**src/rtl/sync7_pkg.sv**
```systemverilog
// Shared definitions for the 7-bit synchronous serial path (transmitter and receiver).
package sync7_pkg;

  localparam int SYNC7_DATA_W = 7;

  typedef enum logic [2:0] {
    IDLE   = 3'd0,
    START  = 3'd1,
    DATA   = 3'd2,
    PARITY = 3'd3,
    STOP   = 3'd4
  } sync7_state_e;

  // Bit-timer width for a given clocks-per-bit divider.
  function automatic int sync7_timer_w(input int baud_div);
    return $clog2(baud_div + 1);
  endfunction

endpackage

```
**src/rtl/sync7_bit_timer.sv**
```systemverilog
// Clocks-per-bit counter: counts 0..BAUD_DIV-1 and wraps; wrap flags the last cycle of a bit.
module sync7_bit_timer
  import sync7_pkg::*;
#(
  parameter int BAUD_DIV = 4
) (
  input  logic clk,
  input  logic rst,
  input  logic clr,
  output logic wrap
);

  localparam int TW = sync7_timer_w(BAUD_DIV);
  localparam logic [TW-1:0] LAST = TW'(BAUD_DIV - 1);

  logic [TW-1:0] cnt_q;
  logic [TW-1:0] cnt_d;

  // NOTE: assign a default first so every path of always_comb drives cnt_d (no latch).
  always_comb begin
    cnt_d = cnt_q + TW'(1);
    if (clr || (cnt_q == LAST)) cnt_d = '0;
  end

  assign wrap = !clr && (cnt_q == LAST);

  // NOTE: sequential state uses <= so every register samples the pre-edge values.
  always_ff @(posedge clk or negedge rst) begin
    if (!rst) cnt_q <= '0;
    else      cnt_q <= cnt_d;
  end

endmodule

```
**src/rtl/sync7_serial_tx.sv**
```systemverilog
// 7-bit synchronous serial transmitter: start, DATA_W bits LSB first, optional parity, stop.
// Define SYNC7_TX_PARITY_EN to insert an even-parity bit between data and stop.
module sync7_serial_tx
  import sync7_pkg::*;
#(
  parameter int DATA_W    = SYNC7_DATA_W,
  parameter int BAUD_DIV  = 4,
  parameter int STOP_BITS = 1
) (
  input  logic              clk,
  input  logic              rst,
  input  logic              en,
  input  logic [DATA_W-1:0] i,
  output logic              ready,
  output logic              busy,
  output logic              tx,
  output logic              done
);

  localparam int CNT_MAX = (DATA_W > STOP_BITS) ? DATA_W : STOP_BITS;
  localparam int BW      = $clog2(CNT_MAX + 1);
  localparam logic [BW-1:0] LAST_DATA = BW'(DATA_W - 1);
  localparam logic [BW-1:0] LAST_STOP = BW'(STOP_BITS - 1);

  sync7_state_e      state_q;
  logic [DATA_W-1:0] shreg_q;
  logic [BW-1:0]     bit_cnt_q;
  logic              tx_q;
  logic              ready_q;
  logic              busy_q;
  logic              done_q;
  logic              wrap;
`ifdef SYNC7_TX_PARITY_EN
  logic              parity_q;
`endif

  sync7_bit_timer #(.BAUD_DIV(BAUD_DIV)) u_bit_timer (
    .clk  (clk),
    .rst  (rst),
    .clr  (state_q == IDLE),
    .wrap (wrap)
  );

  // Outputs are registered from the current state, so the line trails the FSM by one cycle.
  always_ff @(posedge clk or negedge rst) begin
    if (!rst) begin
      state_q   <= IDLE;
      // NOTE: the shift register is ordinary flops, not a RAM, so it takes the reset too.
      shreg_q   <= '0;
      bit_cnt_q <= '0;
      tx_q      <= 1'b1;
      ready_q   <= 1'b1;
      busy_q    <= 1'b0;
      done_q    <= 1'b0;
`ifdef SYNC7_TX_PARITY_EN
      parity_q  <= 1'b0;
`endif
    end else begin
      done_q <= 1'b0;
      busy_q <= (state_q != IDLE);

      case (state_q)
        START:   tx_q <= 1'b0;
        DATA:    tx_q <= shreg_q[0];
`ifdef SYNC7_TX_PARITY_EN
        PARITY:  tx_q <= parity_q;
`endif
        default: tx_q <= 1'b1;
      endcase

      case (state_q)
        IDLE: begin
          if (en && ready_q) begin
            shreg_q   <= i;
`ifdef SYNC7_TX_PARITY_EN
            parity_q  <= ^i;
`endif
            bit_cnt_q <= '0;
            ready_q   <= 1'b0;
            state_q   <= START;
          end
        end
        START: begin
          if (wrap) state_q <= DATA;
        end
        DATA: begin
          if (wrap) begin
            shreg_q <= shreg_q >> 1;
            if (bit_cnt_q == LAST_DATA) begin
              bit_cnt_q <= '0;
`ifdef SYNC7_TX_PARITY_EN
              state_q   <= PARITY;
`else
              state_q   <= STOP;
`endif
            end else begin
              bit_cnt_q <= bit_cnt_q + BW'(1);
            end
          end
        end
`ifdef SYNC7_TX_PARITY_EN
        PARITY: begin
          if (wrap) state_q <= STOP;
        end
`endif
        STOP: begin
          if (wrap) begin
            if (bit_cnt_q == LAST_STOP) begin
              bit_cnt_q <= '0;
              ready_q   <= 1'b1;
              done_q    <= 1'b1;
              state_q   <= IDLE;
            end else begin
              bit_cnt_q <= bit_cnt_q + BW'(1);
            end
          end
        end
        default: begin
          ready_q <= 1'b1;
          state_q <= IDLE;
        end
      endcase
    end
  end

  assign ready = ready_q;
  assign busy  = busy_q;
  assign tx    = tx_q;
  assign done  = done_q;

endmodule

```
**config.mk**
```make
export PLATFORM = sky130hd
export DESIGN_NAME = sync7_serial_tx
export DESIGN_NICKNAME = d
export VERILOG_FILES = /design/src/rtl/sync7_pkg.sv /design/src/rtl/sync7_bit_timer.sv /design/src/rtl/sync7_serial_tx.sv
export SDC_FILE = /design/constraint.sdc
export NUM_CORES = 1
export LEC_CHECK = 0
export ABC_AREA = 1
export BUFFER_PORTS_ARGS = -buffer_cell sky130_fd_sc_hd__buf_2
export CAP_MARGIN = 20
export CORE_MARGIN = 4
export CORE_UTILIZATION = 33
export CTS_CLUSTER_DIAMETER = 40
export DETAILED_ROUTE_END_ITERATION = 6
export GPL_TIMING_DRIVEN = 0
export SLEW_MARGIN = 25
export SYNTH_ARGS = -nofsm -noshare
export SYNTH_HDL_FRONTEND = slang
export SYNTH_SLANG_ARGS = --single-unit
```
**constraint.sdc**
```tcl
create_clock -name clk -period 1.7 [get_ports clk]
set_input_delay 0.255 -clock clk [delete_from_list [all_inputs] [get_ports clk]]
set_output_delay 0.255 -clock clk [all_outputs]
set_load 0.02 [all_outputs]
```
**After elaboration in Yosys (flattened, before gate mapping)**

Index checks and enable logic that the tools add are counted.

- Reduce and logical (&&, ||, !) cells: 14
- Equality and inequality tests: 11
- $add $sub $neg: 2
- Bitwise operators: 1
- Muxes and demuxes: 25

Operator list:

| operator | count |
|---|---|
| $mux 3 | 12 |
| $mux 7 | 2 |
| $pmux 7 s2 | 1 |
| $pmux 3 s4 | 1 |
| $pmux 3 s3 | 1 |
| $reduce_and 4->1 | 2 |
| $add 3x1->3 const B | 2 |
| $eq 3x2->1 const B | 2 |
| $eq 3x3->1 const B | 2 |
| $logic_not 3->1 | 2 |
| $mux 1 | 6 |
| $ne 2x1->1 const B | 3 |
| $ne 2x2->1 const B | 3 |
| $reduce_and 6->1 | 1 |
| $reduce_bool 3->1 | 2 |
| $eq 3x1->1 const B | 1 |
| $pmux 1 s3 | 1 |
| $reduce_and 3->1 | 1 |
| $logic_and 1x1->1 | 2 |
| $pmux 1 s2 | 1 |
| $reduce_bool 2->1 | 1 |
| $reduce_or 2->1 | 1 |
| $logic_not 1->1 | 1 |
| $logic_or 1x1->1 | 1 |
| $not 1->1 | 1 |

- Output and inout bits: 4
- Bits in registers: 20
- Bits of input ports: 10

**Longest topological paths before layout**

Gate-level depths: netlist (run 1).

- Depth after elaboration: 5
- Gate-level depth with buffers: 10

**Cells and area by module**

Synthesis (run 1) repeated with hierarchy kept, for this count alone.

- Cell total of the unflattened synthesis: 138
- Area, all modules: 1,136.1 µm²

By module, submodules not included:

| module | instances | cells an instance | area an instance (µm²) |
|---|---|---|---|
| sync7_serial_tx | 1 | 124 | 999.7 |
| sync7_bit_timer | 1 | 14 | 136.4 |

**Worst setup path after synthesis (run 1)**

Ideal clock, no wire load.

- Kind: register to register
- From: reg u_bit_timer.cnt_q[0]
- To: reg bit_cnt_q[2]
- Cell stages (with the launch flop): 11
- Arrival time: 1.312 ns
- Setup slack: 0.271 ns
- Cell sequence: dfrtp_1 -> ha_1 -> ha_1 -> inv_1 -> nand3_1 -> nand2_1 -> nand2_1 -> nand2_1 -> inv_1 -> nand2_1 -> nand2_1

- Cells in the longest elaborated chain, start to end: 4
- Elaborated cells between the ends (all ways): 5
- Those cells by class: 3 x eq/ne; 2 x reduce/logical

Ends and longest elaborated chain:

| item | line | text |
|---|---|---|
| start: declaration | sync7_bit_timer.sv:16 | `logic [TW-1:0] cnt_q;` |
| start signal: assignment | sync7_bit_timer.sv:30 | `else cnt_q <= cnt_d;` |
| $eq 3x2->1 (*) | sync7_bit_timer.sv:25 | `assign wrap = !clr && (cnt_q == LAST);` |
| $logic_and 1x1->1 (*) | sync7_bit_timer.sv:25 |  |
| $ne 2x1->1 (no line) | - |  |
| $reduce_and 4->1 (no line) (*) | - |  |
| end signal: assignment | sync7_serial_tx.sv:97 | `bit_cnt_q <= bit_cnt_q + BW'(1);` |
| end signal: assignment | sync7_serial_tx.sv:114 | `bit_cnt_q <= bit_cnt_q + BW'(1);` |
| end: declaration | sync7_serial_tx.sv:27 | `logic [BW-1:0] bit_cnt_q;` |

Every way passes the cells marked *; elsewhere a longest branch is shown, timed or not.
A chain may end at the register's enable or synchronous reset.

**Worst setup path after layout (run 1)**

Same ends and word-level chain as after synthesis.

==> results.md, run 1 <==
* Register bit total from synthesis at 20
* Worst-Margin Slew at about 0.46 ns
* Worst setup SP type: register
* Syn Nets at approximately 150
* Die X at 64.10 um
* ANT cells at 0
* Detailed Place HPWL at ~1500 um
* GRT Total Usage at a little under an eighth
* Combinational power share at 50.7%
* Largest net degree at the start of global routing at 21
* Port bufs at 13
* Synthesis-to-finish area growth at 14.94%
* Final Hold Fails at 0
* Nets at 165
* Final setup viols at 0
* Root Buffer: clkbuf_4
* Wl on met1 at roughly 950 um
* Met3 wire length at 90 um
* Final worst setup slack at between 0.15 and 0.2 ns
* Yosys warning count at 0
* Residual DRC count at 0
* Clock buffer depth at 2
* CP Max Fanout at 6
* Placer Congestion at 0.8051
* Filler cells at roughly 320
* WS Path Type: reg2reg
* Net Sw Frac at between 40% and 50%
* Fin Hold WS at around 0.19 ns
* Total CTS buffers at 3
* Fin crit period at approximately 1.5 ns
* Starting Density at between 30% and 40%
* Static leakage at 0.6365 nW
* Power per Cell Area at approximately 1800 nW/um^2
* Via Count at between 800 and 900
* Row cnt at 20
* Synth cell types at 18
* CP Data Arrival Time at ~1.7 ns
* Clock share of power at between 10 and 15%
* Routed WL per cell at roughly 11 um
* Final setup skew at 0.0008663 ns
* First-pass GRT wire length at around 3600 um
* Max_cap viols at 0
* Crit path capture type: register
* Utilization after layout at between 30 and 40%
* Pint at roughly 1.2 mW
* Period utilisation layout at 88.54%
* Max frequency at between 600 and 700 MHz
* Clk pin slew, worst setup/hold paths at ~0.11 ns
* RSZ-0062 raised after global routing: false
* Vias in the first global route at ~870
* Max Transition Viols Final at 0
* Final ANT Viol Nets at 0
* CTS tree: built
* Path category of the worst min-delay check: in2reg
* Synth Area per Inst at approximately 7.9 um^2
* Cells after Synth at roughly 130
* Mapped Area at 1038 um^2
* Clock Latency Late Sink at 0.31 ns
* Die area at between 4000 and 5000 um^2
* Sw power at 0.9489 mW
* Sum of negative setup slack at 0 ns
* Reg power frac at between 30% and 40%
* Drt total wl at slightly above 2000 um
* DR iter-0 viols at 29
* Worst VDD drop at around 0.46 mV
* Met2 WL at ~930 um
* H-tree depth at 1
* Uppermost routed layer: met4
* Ports at 14
* DR pass1 iterations at 4
* Core Box Area at 3028 um^2
* Layout cell share with drive strength beyond 1 at 22.97%
* Post-synthesis sequential area ratio at 48.43%
* Sink Count at 20
* Required time of the worst setup path at between 1.5 and 2 ns
* Fin cells at ~190
* Placed Cells at 188
* Post-Place Worst Slack at 0.09602 ns
* Die extent in y at approximately 64 um
* Initial antenna violation count at 0
* Status: finished clean
* Avg Vias per Cell at 4.479
* Gr ovfl total at 0
* Slew HR at approximately 70%
-- state kept, by name, indices dropped and copies added, names as in the netlist --
| name | flops |
|---|---|
| ready | 1 |
| shreg_q | 7 |
| done | 1 |
| state_q | 3 |
| tx | 1 |
| u_bit_timer.cnt_q | 3 |
| bit_cnt_q | 3 |
| busy | 1 |
-- cells in the final DEF (no fill, tap or decap) --
cell type,netlist,layout
buf_2,0,13
dfrtp_1,18,18
nor3_1,1,1
nand2_1,44,43
inv_2,3,4
xor2_1,1,1
buf_4,2,2
dfstp_2,2,2
dlygate4sd3_1,0,1
o21ai_0,13,13
clkbuf_4,0,3
nand3_1,8,8
nand4_1,2,2
or2_2,6,6
nor2_2,1,1
nand3_2,1,1
nand2_2,1,2
ha_1,5,5
o21ai_1,3,3
nor2_1,7,7
inv_1,13,12
-- what timing repair did --
item	4_1_cts	5_1_grt
endpoints found under the setup margin	0	3
hold endpoints to repair	18	0
gates resized for setup	0	2
hold buffers	1	0
setup buffers	0	0
-- power groups by stage --
stage               clock network [mW]  registers, mW  logic (mW)
floorplan                            0          0.843       0.785
global placement                     0          0.810        1.04
detailed placement                   0          0.819        1.07
CTS                              0.248          0.807        1.08
global route                     0.262          0.831        1.24
finish                           0.230          0.807        1.07
-- final cells by class --
| class | count | area, um^2 | share of cell area (%) |
|---|---|---|---|
| clock buffers | 3 | 22.52 | 1.887 |
| multi-input cells | 93 | 462.9 | 38.78 |
| well taps | 44 | 55.05 | 4.612 |
| inverters | 16 | 60.06 | 5.031 |
| flip-flops and latches | 20 | 503.0 | 42.14 |
| plain buffers | 2 | 15.01 | 1.258 |
| repair buffers | 14 | 75.07 | 6.289 |
-- critical path: stages (launching register included) --
cell and delay, ns:
dfrtp_1 0.40, ha_1 0.20, ha_1 0.21, inv_2 0.10, nand3_1 0.12, nand2_1 0.09, nand2_1 0.06, nand2_2 0.10
inv_1 0.05, nand2_1 0.05, nand2_1 0.04
-- cell usage after synthesis --
cell | instances | area share [%]
nand2_1 | 44 | 16
dfrtp_1 | 18 | 43
inv_1 | 13 | 4.7
o21ai_0 | 13 | 6.3
nand3_1 | 8 | 3.9
nor2_1 | 7 | 2.5
or2_2 | 6 | 3.6
ha_1 | 5 | 6.0
inv_2 | 3 | 1.1
o21ai_1 | 3 | 1.4
buf_4 | 2 | 1.4
dfstp_2 | 2 | 5.1
nand4_1 | 2 | 1.2
nand2_2 | 1 | 0.60
nand3_2 | 1 | 0.96
nor2_2 | 1 | 0.60
nor3_1 | 1 | 0.48
xor2_1 | 1 | 0.84
-- final timing paths --
check                      slack (ns)                           start                              to  depth (start not counted)
setup / recovery                 0.19  u_bit_timer.cnt_q[0]$_DFF_PN0_        bit_cnt_q[2]$_DFFE_PN0P_                         10
hold / removal                   0.19                            i[6]          shreg_q[6]$_DFFE_PN0P_                          3
setup reg to reg                 0.19  u_bit_timer.cnt_q[0]$_DFF_PN0_        bit_cnt_q[2]$_DFFE_PN0P_                         10
hold reg to reg                  0.44  u_bit_timer.cnt_q[0]$_DFF_PN0_  u_bit_timer.cnt_q[0]$_DFF_PN0_                          1
max in group asynchronous        0.93                             rst                    tx$_DFF_PN1_                          2
min in group asynchronous        0.42                             rst          shreg_q[6]$_DFFE_PN0P_                          2
-- logic make-up after synthesis --
| logic type | Yosys count | synth area share (%) |
|---|---|---|
| and+or+nand+nor | 71 | 29.76 |
| DFF | 20 | 48.43 |
| buffers and inverters | 18 | 7.229 |
| AOI/OAI and AO/OA | 16 | 7.710 |
| adders and majority gates | 5 | 6.024 |
| xor gates and xnor gates | 1 | 0.8435 |
-- layer usage --
layer  global-route usage (%)  vias to the layer above
met4                    7.388                        0
met2                    18.58                       17
met1                    12.56                      392
met5                        0                        -
met3                    3.339                        6
li1                         -                      445
-- per-stage QoR --
stage	power, mW	cell area (um^2)
2_1_floorplan	1.628	1039
3_3_place_gp	1.849	1159
3_5_place_dp	1.890	1159
4_1_cts	2.134	1191
5_1_grt	2.337	1194
6_report	2.103	1194
Power figures use the tool's default switching activity.
==> run 2: changes to the inputs <==
ABC_AREA = default   (was 1)
==> run 2 against run 1 <==
Routed wire length increased by 1.1%. First-iteration DRC count decreased by 31%. Non-clock buffer count increased by 11. Die area increased by 1.7%. Via count decreased by 5.3%. Flip-flop and latch count unchanged. Core utilization increased by 4.1 points. Critical path depth decreased by 3. Total power decreased by 32%. Clock power increased by 20%. Sequential share of layout area decreased by 4.2 points. Critical path type unchanged. Critical endpoint unchanged.
==> results.md, run 2 <==
* Synthesis-to-finish area growth at 25.41%
* Design area at approximately 1300 um^2
* Initial antenna violation count at 0
* Cells after Synth at ~110
* R2R Path End: bit_cnt_q[2]$_DFFE_PN0P_
* Max frequency at 591.5 MHz
* Largest family of logic cells by synthesized area: simple AND/OR/NAND/NOR gates
* Post-Place Worst Slack at -0.08870 ns
* Worst setup SP type: register
* Required time of the worst setup path at between 1.5 and 2 ns
* Syn Nets at 120
* CTS tree: built
* Reg-to-Reg Start: u_bit_timer.cnt_q[0]$_DFF_PN0_
* Commonest non-fill, non-tap cell in the layout: dfrtp_1
* Drt total wl at ~2000 um
* Path category of the worst min-delay check: in2reg
* Detailed Place HPWL at ~1400 um
* Post-synthesis sequential area ratio at 47.52%
* Starting Density at a little over a third
* Period utilisation layout at just under 100%
* WS Path Type: reg2reg
* Filler cells at between 300 and 400
* Routed WL per cell at between 10 and 15 um
* Synth cell count leaders: 18 x dfrtp_1, 10 x nor2_1, 9 x a21oi_1, 8 x inv_1, 6 x mux2i_1
* Largest net degree at the start of global routing at 21
* Final setup skew at roughly 0.0022 ns
* Synth top area share at between 40% and 50%
* Power per Cell Area at roughly 1100 nW/um^2
* Worst VDD drop at approximately 0.49 mV
* Final setup viols at 0
* Biggest register: shreg_q
* H-tree depth at 1
* Placer Congestion at a little over 0.8
* Crit path from: u_bit_timer.cnt_q[0]$_DFF_PN0_
* EDFF count, synth at 0
* Dominant cells by area after synthesis: dfrtp_1 43%, ha_1 5.9%, mux2i_1 5.7%
* Final ANT Viol Nets at 0
* Placed Instance Area at roughly 1200 um^2
* Port bufs at 13
* Clk pin slew, worst setup/hold paths at roughly 0.11 ns
* Crit path capture type: register
* Mapped Area at around 1100 um^2
* Largest register FFs at 7
* Core Box Area at 3053 um^2
* Fin Hold WS at 0.2163 ns
* Ports at 14
* ANT cells at 0
* Commonest cells after routing, fill and taps aside: 18 x dfrtp_1, 13 x buf_2, 10 x nor2_1, 9 x a21oi_1
* Top-count cell post-synth: dfrtp_1
* Synth Area in XOR/XNOR at 0%
* Clock buffer depth at 2
* CP Data Arrival Time at ~1.9 ns
* Utilization after layout at a little over two fifths
* RSZ-0062 raised after global routing: true
* Nets at 146
* Max_cap viols at 0
* Die area at between 4000 and 5000 um^2
* Final worst setup slack at roughly 0.0095 ns
* Commonest register cell after synthesis: dfrtp_1
* Residual DRC count at 0
* Placed Cells at ~160
* Gr ovfl total at 0
* R2R Setup Slk at 0.009 ns
* Row cnt at 20
* Avg Vias per Cell at 4.678
* Worst R2R Path Depth at 7
* CP Max Fanout at 7
* Worst-Margin Slew at 0.5131 ns
* HP Start: i[6]
* Yosys warning count at 0
* Total CTS buffers at 3
* Max Transition Viols Final at 0
* Synth Area in Adders at roughly 5.9%
* Hold Path End: shreg_q[6]$_DFFE_PN0P_
* Synth Area in Compound Gates at approximately 14%
* Static leakage at approximately 0.57 nW
* Status: finished clean
* Async S/R FF share, synth at between 90% and 100%
* Leading area contributor after synthesis: dfrtp_1
* DR iter-0 viols at 20
* Via Count at 814
* DR pass1 iterations at 4
* Sum of negative setup slack at 0 ns
* Post-Synth Simple-Gate Area at 19.39%
* Final Hold Fails at 0
* Worst Hold Depth at 3
* Synth Area per Inst at 10.08 um^2
* Root Buffer: clkbuf_4
* Synth cell types at 28
* Fin crit period at around 1.7 ns
* Sink Count at 20
* First-pass GRT wire length at approximately 3600 um
* Die extent in y at 64.64 um
* Mux contribution to synthesized area at under 10%
* Layout cell share with drive strength beyond 1 at a little under a third
* Die X at ~65 um
* Vias in the first global route at 817
* Pwr Total at between 1 and 1.5 mW
* Slew HR at approximately 66%
* Fin cells at ~170
* GRT Total Usage at 10.83%
* Register bit total from synthesis at 20
* Clock Latency Late Sink at about 0.30 ns
run 2: cell count changes after synthesis, moves of 5 or more:
cell and delta:
o21ai_0 -9, inv_1 -5, mux2i_1 +6, or2_2 -6
a21oi_1 +9, nand2_1 -39, nand3_1 -5
run 2: timing repair:
action                                 4_1_cts  5_1_grt
hold buffers                                 1        0
endpoints found under the hold margin       18        0
gates cloned                                 0        1
setup endpoints to repair                    7       10
resized for setup                            3       12
setup buffers                                2        4
pin swaps                                    1        4
run 2: area by class of cell:
cell class | instances | area (um^2) | share of cell area, %
buffer | 6 | 52.55 | 3.959
inverter | 8 | 30.03 | 2.262
timing repair buffer | 21 | 131.4 | 9.896
sequential | 20 | 503.0 | 37.89
tap | 44 | 55.05 | 4.147
clock buffer | 4 | 36.28 | 2.733
multi-input combinational | 71 | 519.2 | 39.11
run 2: report_power, final:
group / internal (mW) / leakage (nW) / total, mW / switching (mW)
sequential: 0.587 / 0.252 / 0.638 / 0.0502
clock: 0.131 / 0.0210 / 0.277 / 0.146
combinational: 0.227 / 0.299 / 0.511 / 0.283
run 2: cell families (layout without fill, tap and decap cells):
family,Yosys count,after routing
and+or+nand+nor,38,38
DFF,20,20
adders and majority gates,5,5
AOI/OAI and AO/OA,22,22
muxes,6,6
buffers and inverters,14,39
run 2: per-layer routing:
layer  share of wire [%]  track usage (%)  vias to the layer above  wire [um]
li1                    -                -                      411          -
met1                  45            12.95                      389        921
met2                  51            19.20                       12       1042
met3                 3.5            3.640                        2         71
met4                0.49            1.583                        0         10
met5                   0                0                        -          0
run 2: worst max path at each step:
stage / endpoint / slack, ns
2_1_floorplan: bit_cnt_q[2]$_DFFE_PN0P_ / 0.07
3_5_place_dp: bit_cnt_q[2]$_DFFE_PN0P_ / -0.09
5_1_grt: bit_cnt_q[2]$_DFFE_PN0P_ / -0.06
3_3_place_gp: bit_cnt_q[2]$_DFFE_PN0P_ / -0.04
6_report: bit_cnt_q[2]$_DFFE_PN0P_ / 0.009
4_1_cts: bit_cnt_q[2]$_DFFE_PN0P_ / 0.005
run 2: worst max-delay path: stages, from the launching register on:
cell      delay [ns]
dfrtp_1         0.37
ha_2            0.19
ha_4            0.13
buf_6           0.12
nand2b_4        0.06
a221o_1         0.40
a32oi_1         0.20
o41ai_2         0.10
==> run 3: changes to the inputs <==
CORE_UTILIZATION = 50   (was 33)
PLACE_DENSITY = 0.73   (was default)
clock period = 1.55 ns   (was 1.7 ns; I/O delays follow)
==> run 3 against run 2 <==
Clock skew is 0.0012 ns higher. The run now ends with negative setup slack left. Critical path depth is 1 lower. Sequential share of layout area is 0.22 points higher. Worst hold slack worse by 0.016 ns. Die area is 30% lower. Register-to-register slack worse by 0.05 ns. First-iteration DRC count is 10% lower. Via count is 2.2% higher. Core utilization is 23 points higher. Highest routed layer unchanged. Clock power is 9.0% lower. Fmax is 6.3% higher. Combinational power is 4.9% higher.
==> results.md, run 3 (synthesized netlist as in run 2, its figures left out) <==
* Fin Hold WS at around 0.2 ns
* Biggest register: shreg_q
* Layout cell share with drive strength beyond 1 at 33.07%
* Ports at 14
* Power per Cell Area at about 1200 nW/um^2
* Sink Count at 20
* Drt total wl at around 2100 um
* WS Path Type: reg2reg
* Routed WL per cell at between 10 and 15 um
* Status: complete, but fails checks
* Clock Latency Late Sink at 0.29 ns
* Final Hold Fails at 0
* CP Data Arrival Time at approximately 1.8 ns
* R2R Path End: bit_cnt_q[2]$_DFFE_PN0P_
* Die extent in y at 54.01 um
* CP Max Fanout at 4
* Clk pin slew, worst setup/hold paths at 0.11 ns
* CTS tree: built
* Residual DRC count at 0
* ANT cells at 0
* Core Box Area at 1982 um^2
* H-tree depth at 1
* HP Start: i[6]
* Commonest non-fill, non-tap cell in the layout: dfrtp_1
* Commonest cells after routing, fill and taps aside: 18 x dfrtp_1, 13 x buf_2, 10 x nor2_1, 9 x a21oi_1, 8 x inv_1
* Slew HR at around 70%
* Largest register FFs at 7
* Static leakage at roughly 0.57 nW
* Port bufs at 13
* Worst R2R Path Depth at 6
* Starting Density at between 50% and 60%
* Avg Vias per Cell at between 5 and 6
* Die X at approximately 54 um
* Max_cap viols at 0
* Root Buffer: clkbuf_4
* Final worst setup slack at -0.04024 ns
* Final ANT Viol Nets at 0
* Path category of the worst min-delay check: in2reg
* Placer Congestion at about 0.78
* Final setup viols at 1
* Crit path capture type: register
* Max frequency at roughly 630 MHz
* Largest net degree at the start of global routing at 21
* Fin crit period at about 1.6 ns
* DR pass1 iterations at 4
* Initial antenna violation count at 0
* Worst VDD drop at approximately 1.1 mV
* Die area at 2917 um^2
* Failing checks: negative setup slack
* Max Transition Viols Final at 0
* Required time of the worst setup path at between 1.5 and 2 ns
* Worst Hold Depth at 3
* Vias in the first global route at about 800
* First-pass GRT wire length at approximately 3700 um
* Hold Path End: shreg_q[6]$_DFFE_PN0P_
* R2R Setup Slk at -0.04 ns
* Pwr Total at 1.535 mW
* Reg-to-Reg Start: u_bit_timer.cnt_q[0]$_DFF_PN0_
* Synthesis-to-finish area growth at 24.70%
* Worst-Margin Slew at 0.4427 ns
* Clock buffer depth at 2
* Final setup skew at between 0.003 and 0.004 ns
* Gr ovfl total at 0
* GRT Total Usage at 17.53%
* Row cnt at 16
* Via Count at around 830
* Period utilisation layout at 102.6%
* Worst setup SP type: register
* Detailed Place HPWL at around 1400 um
* Nets at around 140
* Total CTS buffers at 3
* DR iter-0 viols at 18
* RSZ-0062 raised after global routing: true
## run 3: cell types whose count changed in the layout (fill, tap and decap cells not counted), moves of 2 or more
| cell | previous run | this run |
|---|---|---|
| buf_4 | 8 | 6 |
| nand2_2 | 2 | 0 |
| o21ai_1 | 2 | 0 |
| nand2_4 | 0 | 2 |
## run 3: timing repair
| item | CTS | global route |
|---|---|---|
| pin swaps | 5 | 11 |
| resized for setup | 9 | 8 |
| endpoints found under the setup margin | 10 | 13 |
| cloned | 0 | 0 |
| hold endpoints to repair | 18 | 0 |
| hold buffers | 1 | 0 |
| setup buffers | 4 | 2 |
## run 3: stage by stage
stage / cell area (um^2) / cells / util [%] / setup TNS [ns] / setup WS (ns)
6_report: 1320 / 154 / 66.60 / -0.04024 / -0.04024
5_1_grt: 1320 / 154 / 66.60 / -0.5145 / -0.1187
4_1_cts: 1266 / 153 / 63.89 / -0.3867 / -0.1127
3_5_place_dp: 1184 / 145 / 59.72 / -1.451 / -0.2099
3_3_place_gp: 1184 / 145 / 59.72 / -0.9269 / -0.1413
2_1_floorplan: 1085 / 105 / - / -0.03728 / -0.03728
## run 3: worst max path at each step
stage                                   startpoint                  endpoint  slack, ns  cells past startpoint
global route        u_bit_timer.cnt_q[0]$_DFF_PN0_  bit_cnt_q[2]$_DFFE_PN0P_      -0.12                      6
CTS                 u_bit_timer.cnt_q[0]$_DFF_PN0_  bit_cnt_q[2]$_DFFE_PN0P_      -0.11                      6
detailed placement  u_bit_timer.cnt_q[0]$_DFF_PN0_    shreg_q[3]$_DFFE_PN0P_      -0.21                      8
global placement    u_bit_timer.cnt_q[0]$_DFF_PN0_  bit_cnt_q[2]$_DFFE_PN0P_      -0.14                      7
finish              u_bit_timer.cnt_q[0]$_DFF_PN0_  bit_cnt_q[2]$_DFFE_PN0P_      -0.04                      6
floorplan           u_bit_timer.cnt_q[0]$_DFF_PN0_  bit_cnt_q[2]$_DFFE_PN0P_      -0.04                      7
## run 3: where the power goes
part           switching (mW)  total (mW)  internal (mW)
clock network           0.152       0.252          0.100
registers               0.103       0.747          0.644
logic                   0.289       0.536          0.246
## run 3: layer usage
layer	GRT usage (%)	wire, um	share of wire [%]
met4	4.979	14	0.65
met2	30.24	1090	51
met1	22.77	932	43
met3	2.493	105	4.9
met5	0	0	0
## run 3: cell type report
class	count	area, um^2
fill	153	661.9
multi-input combinational	71	561.8
sequential	20	503.0
timing repair buffer	20	127.6
buffer	4	37.54
tap	27	33.78
inverter	8	30.03
clock buffer	4	26.28
## run 3: critical path, stage by stage, from the launching register on
cell	delay [ns]
dfrtp_1	0.41
ha_4	0.15
ha_4	0.16
a21oi_2	0.05
a221o_1	0.40
a32oi_2	0.21
o41ai_2	0.10
